`config.mk`:
```
export PLATFORM = sky130hd
export DESIGN_NAME = mc_sequencer
export DESIGN_NICKNAME = d
export VERILOG_FILES = /design/src/rtl/mc_ctrl_pkg.sv /design/src/rtl/mc_ctrl_decode.sv /design/src/rtl/mc_sequencer.sv
export SDC_FILE = /design/constraint.sdc
export NUM_CORES = 1
export LEC_CHECK = 0
export CORE_ASPECT_RATIO = 2
export CORE_MARGIN = 5
export CORE_UTILIZATION = 48
export CTS_CLUSTER_SIZE = 28
export DETAILED_ROUTE_END_ITERATION = 8
export PLACE_DENSITY = 0.8
export SYNTH_ARGS = -nofsm -noshare
export SYNTH_HDL_FRONTEND = slang
export SYNTH_SLANG_ARGS = --single-unit
```
`constraint.sdc`:
```
create_clock -name clk -period 2.5 [get_ports clk]
set_clock_uncertainty 0.2 [all_clocks]
set_input_delay 0.375 -clock clk [delete_from_list [all_inputs] [get_ports clk]]
set_output_delay 0.375 -clock clk [all_outputs]
set_load 0.005 [all_outputs]
```
`src/rtl/mc_ctrl_pkg.sv`:
```
// Shared definitions for the multicycle control sequencer: state encoding,
// opcode classes, control-word bit positions and the named select values.
package mc_ctrl_pkg;

    localparam int CTRL_W = 16;

    typedef enum logic [3:0] {
        S_FETCH    = 4'd0,
        S_DECODE   = 4'd1,
        S_EXEC_R   = 4'd2,
        S_WB_R     = 4'd3,
        S_EXEC_I   = 4'd4,
        S_WB_I     = 4'd5,
        S_MEM_ADDR = 4'd6,
        S_MEM_RD   = 4'd7,
        S_MEM_WB   = 4'd8,
        S_MEM_WR   = 4'd9,
        S_BRANCH   = 4'd10,
        S_JUMP     = 4'd11,
        S_HALT     = 4'd12
    } state_e;

    // Instruction class from IR[31:30]
    localparam logic [1:0] CLS_R    = 2'b00;
    localparam logic [1:0] CLS_I    = 2'b01;
    localparam logic [1:0] CLS_MEM  = 2'b10;
    localparam logic [1:0] CLS_CTRL = 2'b11;

    // Control subclass from IR[27:26]
    localparam logic [1:0] SUB_BNE  = 2'b00;
    localparam logic [1:0] SUB_J    = 2'b01;
    localparam logic [1:0] SUB_RSVD = 2'b10;
    localparam logic [1:0] SUB_HALT = 2'b11;

    // Bit positions within the control word, MSB first
    localparam int B_PCWRITECOND = 15;
    localparam int B_PCWRITE     = 14;
    localparam int B_IORD        = 13;
    localparam int B_MEMREAD     = 12;
    localparam int B_MEMWRITE    = 11;
    localparam int B_MEMTOREG    = 10;
    localparam int B_IRWRITE     = 9;
    localparam int B_PCSRC_LO    = 7;
    localparam int B_ALUOP_LO    = 5;
    localparam int B_ALUSRCB_LO  = 3;
    localparam int B_ALUSRCA     = 2;
    localparam int B_REGWRITE    = 1;
    localparam int B_REGDST      = 0;

    localparam logic [1:0] SRCB_B    = 2'b00;
    localparam logic [1:0] SRCB_IMM  = 2'b01;
    localparam logic [1:0] SRCB_REG2 = 2'b10;

    localparam logic [1:0] ALUOP_INC  = 2'b00;
    localparam logic [1:0] ALUOP_FUNC = 2'b01;
    localparam logic [1:0] ALUOP_BR   = 2'b10;
    localparam logic [1:0] ALUOP_ADD  = 2'b11;

    localparam logic [1:0] PCSRC_ALU    = 2'b00;
    localparam logic [1:0] PCSRC_ALUOUT = 2'b01;
    localparam logic [1:0] PCSRC_JUMP   = 2'b10;

    // Write enables suppressed while stalled; selects and MemRead pass through
    localparam logic [CTRL_W-1:0] ENABLE_MASK = CTRL_W'((1 << B_PCWRITECOND) |
                                                        (1 << B_PCWRITE)     |
                                                        (1 << B_MEMWRITE)    |
                                                        (1 << B_IRWRITE)     |
                                                        (1 << B_REGWRITE));

    function automatic logic is_last_state(input state_e s);
        return (s == S_WB_R) || (s == S_WB_I) || (s == S_MEM_WB) ||
               (s == S_MEM_WR) || (s == S_BRANCH) || (s == S_JUMP);
    endfunction

endpackage

```
`src/rtl/mc_ctrl_decode.sv`:
```
// Pure Moore map from sequencer state to the 16-bit datapath control word.
module mc_ctrl_decode
    import mc_ctrl_pkg::*;
(
    input  state_e            state_i,
    output logic [CTRL_W-1:0] word_o
);

    always_comb begin
        word_o = '0;
        case (state_i)
            S_FETCH: begin
                word_o[B_IRWRITE]              = 1'b1;
                word_o[B_PCWRITE]              = 1'b1;
                word_o[B_ALUOP_LO +: 2]        = ALUOP_INC;
                word_o[B_PCSRC_LO +: 2]        = PCSRC_ALU;
            end
            S_DECODE: begin
                word_o[B_ALUSRCB_LO +: 2]      = SRCB_IMM;
                word_o[B_ALUOP_LO +: 2]        = ALUOP_ADD;
            end
            S_EXEC_R: begin
                word_o[B_ALUSRCA]              = 1'b1;
                word_o[B_ALUSRCB_LO +: 2]      = SRCB_B;
                word_o[B_ALUOP_LO +: 2]        = ALUOP_FUNC;
            end
            S_WB_R: begin
                word_o[B_REGWRITE]             = 1'b1;
            end
            S_EXEC_I: begin
                word_o[B_ALUSRCA]              = 1'b1;
                word_o[B_ALUSRCB_LO +: 2]      = SRCB_IMM;
                word_o[B_ALUOP_LO +: 2]        = ALUOP_FUNC;
            end
            S_WB_I: begin
                word_o[B_REGWRITE]             = 1'b1;
                word_o[B_REGDST]               = 1'b1;
            end
            S_MEM_ADDR: begin
                word_o[B_ALUSRCA]              = 1'b1;
                word_o[B_ALUSRCB_LO +: 2]      = SRCB_IMM;
                word_o[B_ALUOP_LO +: 2]        = ALUOP_ADD;
            end
            S_MEM_RD: begin
                word_o[B_MEMREAD]              = 1'b1;
            end
            S_MEM_WB: begin
                word_o[B_REGWRITE]             = 1'b1;
                word_o[B_REGDST]               = 1'b1;
                word_o[B_MEMTOREG]             = 1'b1;
            end
            S_MEM_WR: begin
                word_o[B_MEMWRITE]             = 1'b1;
            end
            S_BRANCH: begin
                word_o[B_ALUSRCA]              = 1'b1;
                word_o[B_ALUSRCB_LO +: 2]      = SRCB_REG2;
                word_o[B_ALUOP_LO +: 2]        = ALUOP_BR;
                word_o[B_PCWRITECOND]          = 1'b1;
                word_o[B_PCSRC_LO +: 2]        = PCSRC_ALUOUT;
            end
            S_JUMP: begin
                word_o[B_PCWRITE]              = 1'b1;
                word_o[B_PCSRC_LO +: 2]        = PCSRC_JUMP;
            end
            default: word_o = '0;
        endcase
    end

endmodule

```
`src/rtl/mc_sequencer.sv`:
```
// Multicycle control sequencer: Moore FSM over fetch/decode/execute/memory/
// write-back, with stall and reset gating, retired-instruction counter and halt flag.
module mc_sequencer
    import mc_ctrl_pkg::*;
#(
    parameter int DATA_WIDTH = 32,
    parameter int STATE_W    = 4
) (
    input  logic                  clk,
    input  logic                  reset,
    input  logic [5:0]            input_signal,
    input  logic                  stall,
    output logic [15:0]           output_signal,
    output logic [STATE_W-1:0]    state_out,
    output logic                  halted,
    output logic [DATA_WIDTH-1:0] instr_count
);

    state_e                  state_q, state_d;
    logic                    is_sw_q, is_sw_d;
    logic                    halted_q, halted_d;
    logic [DATA_WIDTH-1:0]   count_q, count_d;
    logic                    retire;
    logic [CTRL_W-1:0]       word;

    logic [1:0] op_class;
    logic [1:0] op_sub;
    assign op_class = input_signal[5:4];
    assign op_sub   = input_signal[1:0];

    // IR[29:28] carry no control meaning for this sequencer
    logic unused_ir_bits;
    assign unused_ir_bits = &{1'b0, input_signal[3:2]};

    always_comb begin
        state_d = state_q;
        is_sw_d = is_sw_q;
        retire  = 1'b0;
        if (!stall) begin
            case (state_q)
                S_FETCH:  state_d = S_DECODE;
                S_DECODE: begin
                    // The LW/SW choice is captured here so MEM_ADDR needs no IR
                    is_sw_d = input_signal[0];
                    case (op_class)
                        CLS_R:   state_d = S_EXEC_R;
                        CLS_I:   state_d = S_EXEC_I;
                        CLS_MEM: state_d = S_MEM_ADDR;
                        default: begin
                            case (op_sub)
                                SUB_BNE:  state_d = S_BRANCH;
                                SUB_J:    state_d = S_JUMP;
                                SUB_HALT: state_d = S_HALT;
                                default: begin
                                    state_d = S_FETCH;
                                    retire  = 1'b1;
                                end
                            endcase
                        end
                    endcase
                end
                S_EXEC_R:   state_d = S_WB_R;
                S_EXEC_I:   state_d = S_WB_I;
                S_MEM_ADDR: state_d = is_sw_q ? S_MEM_WR : S_MEM_RD;
                S_MEM_RD:   state_d = S_MEM_WB;
                S_HALT:     state_d = S_HALT;
                default:    state_d = S_FETCH;
            endcase
            if (is_last_state(state_q)) begin
                retire = 1'b1;
            end
        end
    end

    assign count_d  = retire ? count_q + DATA_WIDTH'(1) : count_q;
    assign halted_d = halted_q | (state_d == S_HALT);

    always_ff @(posedge clk) begin
        if (reset) begin
            state_q  <= S_FETCH;
            is_sw_q  <= 1'b0;
            halted_q <= 1'b0;
            count_q  <= '0;
        end else begin
            state_q  <= state_d;
            is_sw_q  <= is_sw_d;
            halted_q <= halted_d;
            count_q  <= count_d;
        end
    end

    mc_ctrl_decode u_decode (
        .state_i (state_q),
        .word_o  (word)
    );

    always_comb begin
        output_signal = word;
        if (reset) begin
            output_signal = '0;
        end else if (stall) begin
            output_signal = word & ~ENABLE_MASK;
        end
    end

    assign state_out   = STATE_W'(state_q);
    assign halted      = halted_q;
    assign instr_count = count_q;

endmodule

```
# == After elaboration in Yosys (flattened, before gate mapping) ==
# Index checks and enable logic that the tools add are counted.
# word_totals
in_bits,9
word_cells,66
mem_bits_rw,0
output_inout_bits,53
reg_bits,38
latchBits,0
memories,0
romBits,0
# classes
n_div,0
n_mul,0
n_mux,24
eq_ne,17
n_addsub,1
n_bitwise,2
n_reduce_logical,18
n_shift,0
n_lt_le_gt_ge,0
# op_table
operator,count
"32-bit by 1-bit adder with 32-bit output, second input constant",1
16-bit 2-to-1 mux,2
4-bit one-hot mux with 7 select lines,1
"4-bit equality test, second input constant",6
4-bit one-hot mux with 3 select lines,2
"4-bit by 3-bit equality test with 1-bit output, second input constant",4
1-bit 2-to-1 mux,14
3-bit OR reduction,4
"4-bit by 2-bit equality test with 1-bit output, second input constant",2
4-bit 2-to-1 mux,2
2-bit one-hot mux with 2 select lines,2
2-bit OR reduction,4
2-bit one-hot mux with 3 select lines,1
1-bit logical OR,5
"2-bit by 1-bit equality test with 1-bit output, second input constant",2
"2-bit equality test, second input constant",2
"4-bit by 1-bit equality test with 1-bit output, second input constant",1
2-bit zero test,2
4-bit zero test,1
4-bit OR reduction,1
2-bit AND reduction,1
1-bit inverter,1
1-bit bitwise OR,1

# == Depth between registers and ports, before layout ==
# Gate-level depths: netlist (run 1).
# depth
ltp_word,8
depth_mapped,8
mapped_depth_nobuf,6

# == By module ==
# A second synthesis (run 1) with hierarchy kept.
# hier_totals
hier_cells,310
hier_area_um2,2429.8
# by_module_without_submodules
module,area_per_inst_um2,instances,seq_area_each_um2,cells_each
mc_sequencer,2178.3,1,760.7,274
mc_ctrl_decode,251.5,1,0.0,36

# == Least setup slack after synthesis (run 1) ==
# OpenSTA, ideal clock, no wires.
# synth_path
path_kind,in2reg
from,input port input_signal[4]
to,register count_q[19] (netlist: instr_count[19])
n_path_buf,2
setup_time_ps,71
t_required_ps,2229
cell_stages,8
arrival_time_ps,1874
path_slack_ps,355
cell_sequence,ha_1 > nand3b_1 > a2111oi_4 > buf_6 > nand4_4 > buf_6 > or3_1 > a21oi_1
# synth_between
elab_chain_len,6
word_cells_on_any_way,8
classes_between,eq/ne (2); mux (4); reduce/logical (2)
# synth_lines
element,line_no,source
from (decl),mc_sequencer.sv:11,"input logic [5:0] input_signal,"
"2-bit equality test, or another cell as far along",mc_sequencer.sv:45,case (op_class)
3-bit OR reduction (no line) *,-,
1-bit 2-to-1 mux *,mc_sequencer.sv:45,
1-bit 2-to-1 mux *,mc_sequencer.sv:40,case (state_q)
1-bit 2-to-1 mux *,mc_sequencer.sv:69,if (is_last_state(state_q)) begin
1-bit 2-to-1 mux *,mc_sequencer.sv:39,if (!stall) begin
to (signal assigned),mc_sequencer.sv:88,count_q <= count_d;
to (decl),mc_sequencer.sv:22,"logic [DATA_WIDTH-1:0] count_q, count_d;"
# Mark *: on every way between the ends. The rest lies on a longest branch, timed or not.
# A chain may end at the register's enable or synchronous reset.

# == Worst setup path in the final report (run 1) ==
# layout_path
from,register state_q[3] (netlist: state_out[3])
to,output port output_signal[1]
# layout_between
elab_chain_len,5
word_cells_on_any_way,7
classes_between,eq/ne (3); mux (3); reduce/logical (1)
# layout_lines
element,line_no,source
from (decl),mc_sequencer.sv:19,"state_e state_q, state_d;"
from (signal assigned),mc_sequencer.sv:85,state_q <= state_d;
"4-bit by 2-bit equality test with 1-bit output, or another cell as far along",mc_ctrl_decode.sv:11,case (state_i)
3-bit OR reduction (no line) *,-,
1-bit 2-to-1 mux *,mc_ctrl_decode.sv:11,
16-bit 2-to-1 mux *,mc_sequencer.sv:101,end else if (stall) begin
16-bit 2-to-1 mux *,mc_sequencer.sv:99,if (reset) begin
to (decl),mc_sequencer.sv:13,"output logic [15:0] output_signal,"
# Marks and branches as above.

==> results.md, run 1 <==
- Status: completed
- Row count: 35
- Total wire length: 6530 um
- Syn Area/Cell: 7.87 sq um
- EDFF count, synth: 0
- Synth cell types: 46
- Crit path capture type: output pin
- Largest net degree at the start of global routing: 40
- Internal cell power: 0.913 mW
- Wire length per cell: 15.5 um
- Hold Crit Class: reg2reg
- CTS tree: done
- First-pass GRT wire length: 10500 um
- Overall global routing resource usage: 20.8%
- Worst R2R Setup Slack: 0.11 ns
- Vias in the first global route: 2398
- Cell Area, Synth: 2240 sq um
- Core area: 4550 sq um
- Hold Path Stages: 2
- CTS root buf: clkbuf_8
- Drt first pass iters: 4
- Required time of the critical path: 1.92 ns
- Global route total overflow: 0
- Comb power frac: 13.6%
- R2R depth: 9
- Clock buffer depth: 2
- Via-to-Cell Ratio: 5.85
- Period utilisation layout: 98.3%
- Via Count: 2467
- Peak VDD IR: 0.425 mV
- # nets final: 379
- WP data arrival: 1.88 ns
- DP Wirelength: 4420 um
- Number of I/O pins: 62
- Sequential Power Share: 50.3%
- RSZ-0062 raised after global routing: true
- Cells after synthesis: 285
- Peak fanout along the critical path: 22
- Clock power frac: 36.1%
- Final-layout fill cell count: 356
- Hold_sp: halted
- Startpoint types: flop
- Clk_lat worst skew: 0.29 ns
- H-tree depth: 2
- Pwr Density: 368 nW/um^2
- Remaining DRCs: 0
- Die width: 58.3 um
- Sw Ratio: 24.8%
- Reg-to-reg critical path endpoint: instr_count[31]
- Max_cap viols: 0
- Hold Vio Cnt, Final: 0
- Sequential-to-total area share from yosys stat: 33.9%
- Psw: 0.302 mW
- Die area: 6220 sq um
- Endpoint with the worst hold slack: halted
- Initial antenna violation count: 0
- First DRT Iteration DRCs: 104
- Share of cells above drive strength 1: 17.4%
- Starting density of the core: 49.2%
- Placer congestion estimate: 0.857
- Sink count of the clock tree: 38
- Final WS setup: 0.0428 ns
- Buffers on Ports: 58
- R2R Path Start: state_out[1]
- Net Count, Synth: 298
- Crit path kind: reg2out
- Slew Viols, Final: 0
- #FFs+latches synth: 38
- Fin crit period: 2.46 ns
- Total power draw: 1.21 mW
- Count of endpoints failing setup in the final report: 0
- Synth warn: 0
- Die height: 107 um
- Area Growth Syn to Fin: 47.1%
- Ys async rst share: 0%
- Clock transition at the registers of the reported paths: 0.07 ns
- Pleak: 1.27 nW
- ANT cells: 0
- Ys flop type: dfxtp_1
- Routed Antenna Nets: 0
- Max Freq: 0.407 GHz
- CTS Buf Count: 5
- Dpl ws: -0.300 ns
-- timing repair --
action / in CTS / in global routing
setup buffers: 7 / 1
hold buffers: 0 / 0
gates resized for setup: 14 / 26
pin swaps: 6 / 4
setup endpoints to repair: 12 / 20
cloned: 1 / 1
-- synth_stat cells, types with 2 or more instances --
master / n / area, sq um
dfxtp_1: 38 / 761
nor2_1: 32 / 120
nand2_1: 20 / 75.1
a21oi_1: 16 / 80.1
o21ai_0: 15 / 75.1
xor2_1: 14 / 123
clkbuf_1: 13 / 48.8
nand4_1: 13 / 81.3
or3_1: 13 / 81.3
nand3_1: 12 / 60.1
nor3_1: 12 / 60.1
inv_1: 10 / 37.5
nor2b_1: 6 / 37.5
and3_1: 5 / 31.3
or4_1: 5 / 37.5
xnor2_1: 5 / 43.8
ha_1: 4 / 50.1
nand2b_1: 4 / 25.0
o31ai_1: 4 / 30.0
and4_1: 3 / 26.3
buf_6: 3 / 33.8
nor4_1: 3 / 18.8
o21a_1: 3 / 22.5
a2111oi_0: 2 / 17.5
a211oi_1: 2 / 15.0
a22oi_1: 2 / 15.0
and2_1: 2 / 12.5
buf_2: 2 / 10.0
buf_4: 2 / 15.0
mux2i_1: 2 / 20.0
nand3b_1: 2 / 15.0
o41ai_1: 2 / 17.5
-- per-layer routing --
layer | part of all wire [%] | GRT usage [%] | vias up
li1 | - | - | 1188
met1 | 38 | 22.4 | 1189
met2 | 56 | 38.1 | 70
met3 | 3.5 | 3.86 | 20
met4 | 3.0 | 8.29 | 0
met5 | 0 | 0 | -
-- sequential cells by signal, summed over array words and instances (netlist names) --
| signal | cells |
|---|---|
| halted | 1 |
| state_out | 4 |
| instr_count | 32 |
| is_sw_q | 1 |
-- stage by stage --
step | TNS (ns) | hold WS [ns] | instance area (sq um) | instances | utilization (%)
after detailed placement | -3.95 | 0.257 | 2980 | 404 | 65.5
after CTS | -0.0763 | 0.274 | 3170 | 420 | 69.5
after global placement | -2.74 | 0.253 | 2980 | 404 | 65.5
after global routing | -0.0796 | 0.322 | 3300 | 422 | 72.4
after floorplan | 0 | 0.251 | 2240 | 285 | -
final | 0 | 0.271 | 3300 | 422 | 72.4
-- cell usage in the layout (no fill, tap or decap), drive strengths merged, types with 2 or more instances in the layout --
cell	synthesis	routed
and3	5	5
o41ai	2	2
nand2b	4	4
a2111oi	3	3
nor2b	6	6
o31ai	4	4
xor2	14	14
o21ai	15	15
o21a	3	3
dlygate4sd2	0	4
nand3b	2	2
dlymetal6s2s	0	6
and4	3	3
nor3	12	12
clkbuf	13	7
or3	13	13
inv	10	10
a211oi	2	2
or4	5	5
nor2	32	32
clkdlybuf4s50	0	48
a22oi	2	2
buf	8	35
nand4	14	15
xnor2	5	5
nor4	3	3
dfxtp	38	38
and2	2	2
a21oi	16	16
nand3	13	13
mux2i	2	2
nand2	20	20
ha	4	4
-- worst max-delay path: stages, from the launching register on --
cell	delay [ns]
dfxtp_1	0.31
buf_4	0.16
buf_12	0.16
o32a_1	0.34
nor3_2	0.12
clkdlybuf4s50_1	0.52
-- kinds of logic after synthesis --
| group | synth area share, % |
|---|---|
| and+or+nand+nor | 31.8 |
| AOI/OAI and AO/OA | 16.9 |
| DFF | 33.9 |
| buffers and inverters | 6.64 |
| xor gates and xnor gates | 7.42 |
| adders and majority gates | 2.23 |
| muxes | 0.893 |
| other | 0.167 |
-- worst max-delay path by stage --
stage	to	slack, ns	depth (start not counted)	startpoint
3_3_place_gp	instr_count[29]	-0.26	8	input_signal[4]
4_1_cts	output_signal[14]	-0.05	4	state_out[1]
5_1_grt	output_signal[1]	-0.06	6	state_out[3]
2_1_floorplan	instr_count[19]	0.36	8	input_signal[4]
3_5_place_dp	instr_count[29]	-0.30	8	input_signal[4]
6_report	output_signal[1]	0.04	5	state_out[3]
-- power groups by stage --
stage	Combinational, mW	Clock [mW]	Sequential [mW]
after global routing	0.180	0.472	0.612
after detailed placement	0.144	0	0.625
final	0.166	0.438	0.611
after floorplan	0.0774	0	0.625
after global placement	0.141	0	0.625
after CTS	0.153	0.441	0.611
-- cell type report --
cell class                      instances  area [sq um]  share of cell area, %
Inverter                               10          37.5                   1.14
Timing Repair Buffer                   94           915                   27.7
Clock inverter                          2          12.5                  0.379
Multi-Input combinational cell        217          1410                   42.8
Sequential cell                        38           769                   23.3
Tap cell                               55          68.8                   2.09
Clock buffer                            6          82.6                   2.50
No activity file was read; power rests on OpenSTA's default activity.
==> run 2, diff against run 1 <==
--- a/config.mk
+++ b/config.mk
@@ -6,7 +6,7 @@
 export NUM_CORES = 1
 export LEC_CHECK = 0
 export CORE_ASPECT_RATIO = 2
-export CORE_MARGIN = 5
+export CORE_MARGIN = 2
 export CORE_UTILIZATION = 48
 export CTS_CLUSTER_SIZE = 28
 export DETAILED_ROUTE_END_ITERATION = 8
==> run 2 against run 1 <==
The flow now finishes with violations (setup timing). Highest routed layer unchanged. Core utilization shrank 1.6 points. Clock-buffer cell count is the same. Largest cell class unchanged. Global-route usage grew 2.8 points. Worst setup slack lost 0.069 ns. Register-to-register slack gained 0.12 ns. Cell count shrank 1.7%. Critical path depth is the same.
==> results.md, run 2 (same netlist as run 1, synthesis figures left out) <==
- Hold_sp: halted (unchanged)
- Crit path capture type: output pin (unchanged)
- Area after DPL: 2980 sq um (about the same)
- Required time of the critical path: 1.92 ns (about the same)
- Max Freq: 0.396 GHz (was 0.407 GHz)
- Wire length per cell: 14.2 um (was 15.5 um)
- Die width: 52.3 um (was 58.3 um)
- Status: finished with violations (was completed)
- Die height: 101 um (was 107 um)
- Hold Vio Cnt, Final: 0 (unchanged)
- Drt first pass iters: 4 (unchanged)
- Hold Path Stages: 2 (unchanged)
- Global route total overflow: 0 (unchanged)
- Clock buffer depth: 2 (unchanged)
- Dpl ws: -0.335 ns (was -0.300 ns)
- GR Util met1: 26.7% (was 22.4%)
- R2R depth: 5 (was 9)
- Remaining DRCs: 0 (unchanged)
- Critical path buffers and inverters: 4 (was 3)
- Fin crit period: 2.53 ns (was 2.46 ns)
- Core area: 4550 sq um (unchanged)
- Startpoint types: flop (unchanged)
- Grt peak-use layer: met2 (unchanged)
- DP Wirelength: 4240 um (was 4420 um)
- Failing checks: setup timing
- Largest net degree at the start of global routing: 43 (was 40)
- Clock transition at the registers of the reported paths: 0.07 ns (about the same)
- Final WS setup: -0.0263 ns (was 0.0428 ns)
- Clk_lat worst skew: 0.28 ns (was 0.29 ns)
- Sink count of the clock tree: 38 (unchanged)
- Area Growth Syn to Fin: 43.9% (was 47.1%)
- Worst R2R Setup Slack: 0.23 ns (was 0.11 ns)
- R2R Path Start: instr_count[15] (was state_out[1])
- Max incr delay on CP: 0.49 ns (was 0.52 ns)
- Slew Viols, Final: 0 (unchanged)
- Crit path kind: reg2out (unchanged)
- Post-layout util: 70.8% (was 72.4%)
- CTS root buf: clkbuf_8 (unchanged)
- Period utilisation layout: 101% (was 98.3%)
- Pleak: 1.18 nW (was 1.27 nW)
- Peak VDD IR: 0.517 mV (was 0.425 mV)
- ANT cells: 0 (unchanged)
- Reg-to-reg critical path endpoint: instr_count[29] (was instr_count[31])
- Count of endpoints failing setup in the final report: 1 (was 0)
- Buffers on Ports: 58 (unchanged)
- Slowest cell on the critical path: clkdlybuf4s50_1 (unchanged)
- Placer congestion estimate: 0.865 (was 0.857)
- Endpoint with the worst hold slack: halted (unchanged)
- Met3 usage: 4.01% (was 3.86%)
- Max reg flops: 32 (unchanged)
- Leading cell type in the layout, fill and taps excluded: clkdlybuf4s50_1 (unchanged)
- H-tree depth: 2 (unchanged)
- Number of I/O pins: 62 (unchanged)
- Total wire length: 5910 um (was 6530 um)
- Crit path max-delay family: buffers and inverters (unchanged)
- CTS tree: done (unchanged)
- Hold Crit Class: reg2reg (unchanged)
- Pwr Density: 400 nW/um^2 (was 368 nW/um^2)
- Routed Antenna Nets: 0 (unchanged)
- Row count: 35 (unchanged)
- Via Count: 2377 (was 2467)
- Overall global routing resource usage: 23.6% (was 20.8%)
- Grt met2 use: 42.0% (was 38.1%)
- Worst path cell trace: buf_4, buf_12, a2111oi_1, buf_4, clkdlybuf4s50_1 (was buf_4, buf_12, o32a_1, nor3_2, clkdlybuf4s50_1)
- Finished Cell Area: 3230 sq um (was 3300 sq um)
- First-pass GRT wire length: 9750 um (was 10500 um)
- RSZ-0062 raised after global routing: true (unchanged)
- Initial antenna violation count: 0 (unchanged)
- Worst path most repeated cell: buf_4
- Peak fanout along the critical path: 22 (unchanged)
- Total power draw: 1.29 mW (was 1.21 mW)
- Max_cap viols: 0 (unchanged)
- Starting density of the core: 49.2% (unchanged)
- First DRT Iteration DRCs: 44 (was 104)
- WP data arrival: 1.95 ns (was 1.88 ns)
- # nets final: 373 (was 379)
- Share of cells above drive strength 1: 14.7% (was 17.4%)
- Vias in the first global route: 2172 (was 2398)
- Die area: 5270 sq um (was 6220 sq um)
- Via-to-Cell Ratio: 5.73 (was 5.85)
- Commonest cells after routing, fill and taps aside: clkdlybuf4s50_1 (51), dfxtp_1 (37), nor2_1 (30) (was clkdlybuf4s50_1 (48), dfxtp_1 (35), nor2_1 (30), buf_4 (30), nand2_1 (19))
- CTS Buf Count: 5 (unchanged)
==> run 2: changes by cell type in the layout (fill, tap and decap cells not counted), sizes merged <==
cell           change
buf                -4
clkdlybuf4s50      +3
dlymetal6s2s       -3
bufinv             +1
clkbuf             -1
clkinv             -1
clkinvlp           -1
nand4              -1
==> run 2: layout make-up <==
class	count	area, sq um
Clock inverter	1	30.0
Inverter	10	37.5
Fill cell	375	1330
Sequential cell	38	762
Clock buffer	6	82.6
Multi-Input combinational cell	216	1400
Timing Repair Buffer	89	845
Tap cell	55	68.8
==> run 2: worst max-delay path by stage <==
stage | cells past startpoint | startpoint | to | slack [ns]
after global routing | 5 | state_out[3] | output_signal[2] | -0.1
after CTS | 5 | state_out[1] | output_signal[14] | -0.07
after floorplan | 8 | input_signal[4] | instr_count[19] | 0.36
final | 5 | state_out[3] | output_signal[2] | -0.03
after global placement | 7 | input_signal[4] | instr_count[28] | -0.27
after detailed placement | 7 | input_signal[4] | instr_count[28] | -0.33
==> run 2: timing repair <==
action,CTS,global route
hold endpoints to repair,0,0
cloned,0,0
hold buffers,0,0
buffers inserted,5,0
pin swaps,6,1
resized for setup,14,16
endpoints found under the setup margin,12,10
==> run 2: worst reg2reg max path: stages, from the launching register on <==
cell     delay [ns]
dfxtp_1        0.45
nand4_1        0.32
nor3_1         0.32
nand3_1        0.22
or4_1          0.54
a21oi_1        0.15
==> run 2: metrics by stage <==
| stage | TNS (ns) | hold slack, ns | std cells |
|---|---|---|---|
| after floorplan | 0 | 0.251 | 285 |
| after global placement | -3.36 | 0.253 | 403 |
| after detailed placement | -4.42 | 0.249 | 403 |
| after CTS | -0.192 | 0.273 | 415 |
| after global routing | -0.235 | 0.315 | 415 |
| final | -0.0263 | 0.267 | 415 |
==> run 2: where the power goes <==
part	total (mW)	internal, mW	switching, mW
Sequential	0.611	0.609	0.00281
Clock	0.524	0.319	0.205
Combinational	0.154	0.0749	0.0792
==> run 2: per-layer routing <==
metal / share of wire [%] / wire length (um)
met2: 55 / 3280
met5: 0 / 0
met3: 4.6 / 274
met1: 38 / 2220
met4: 2.3 / 137
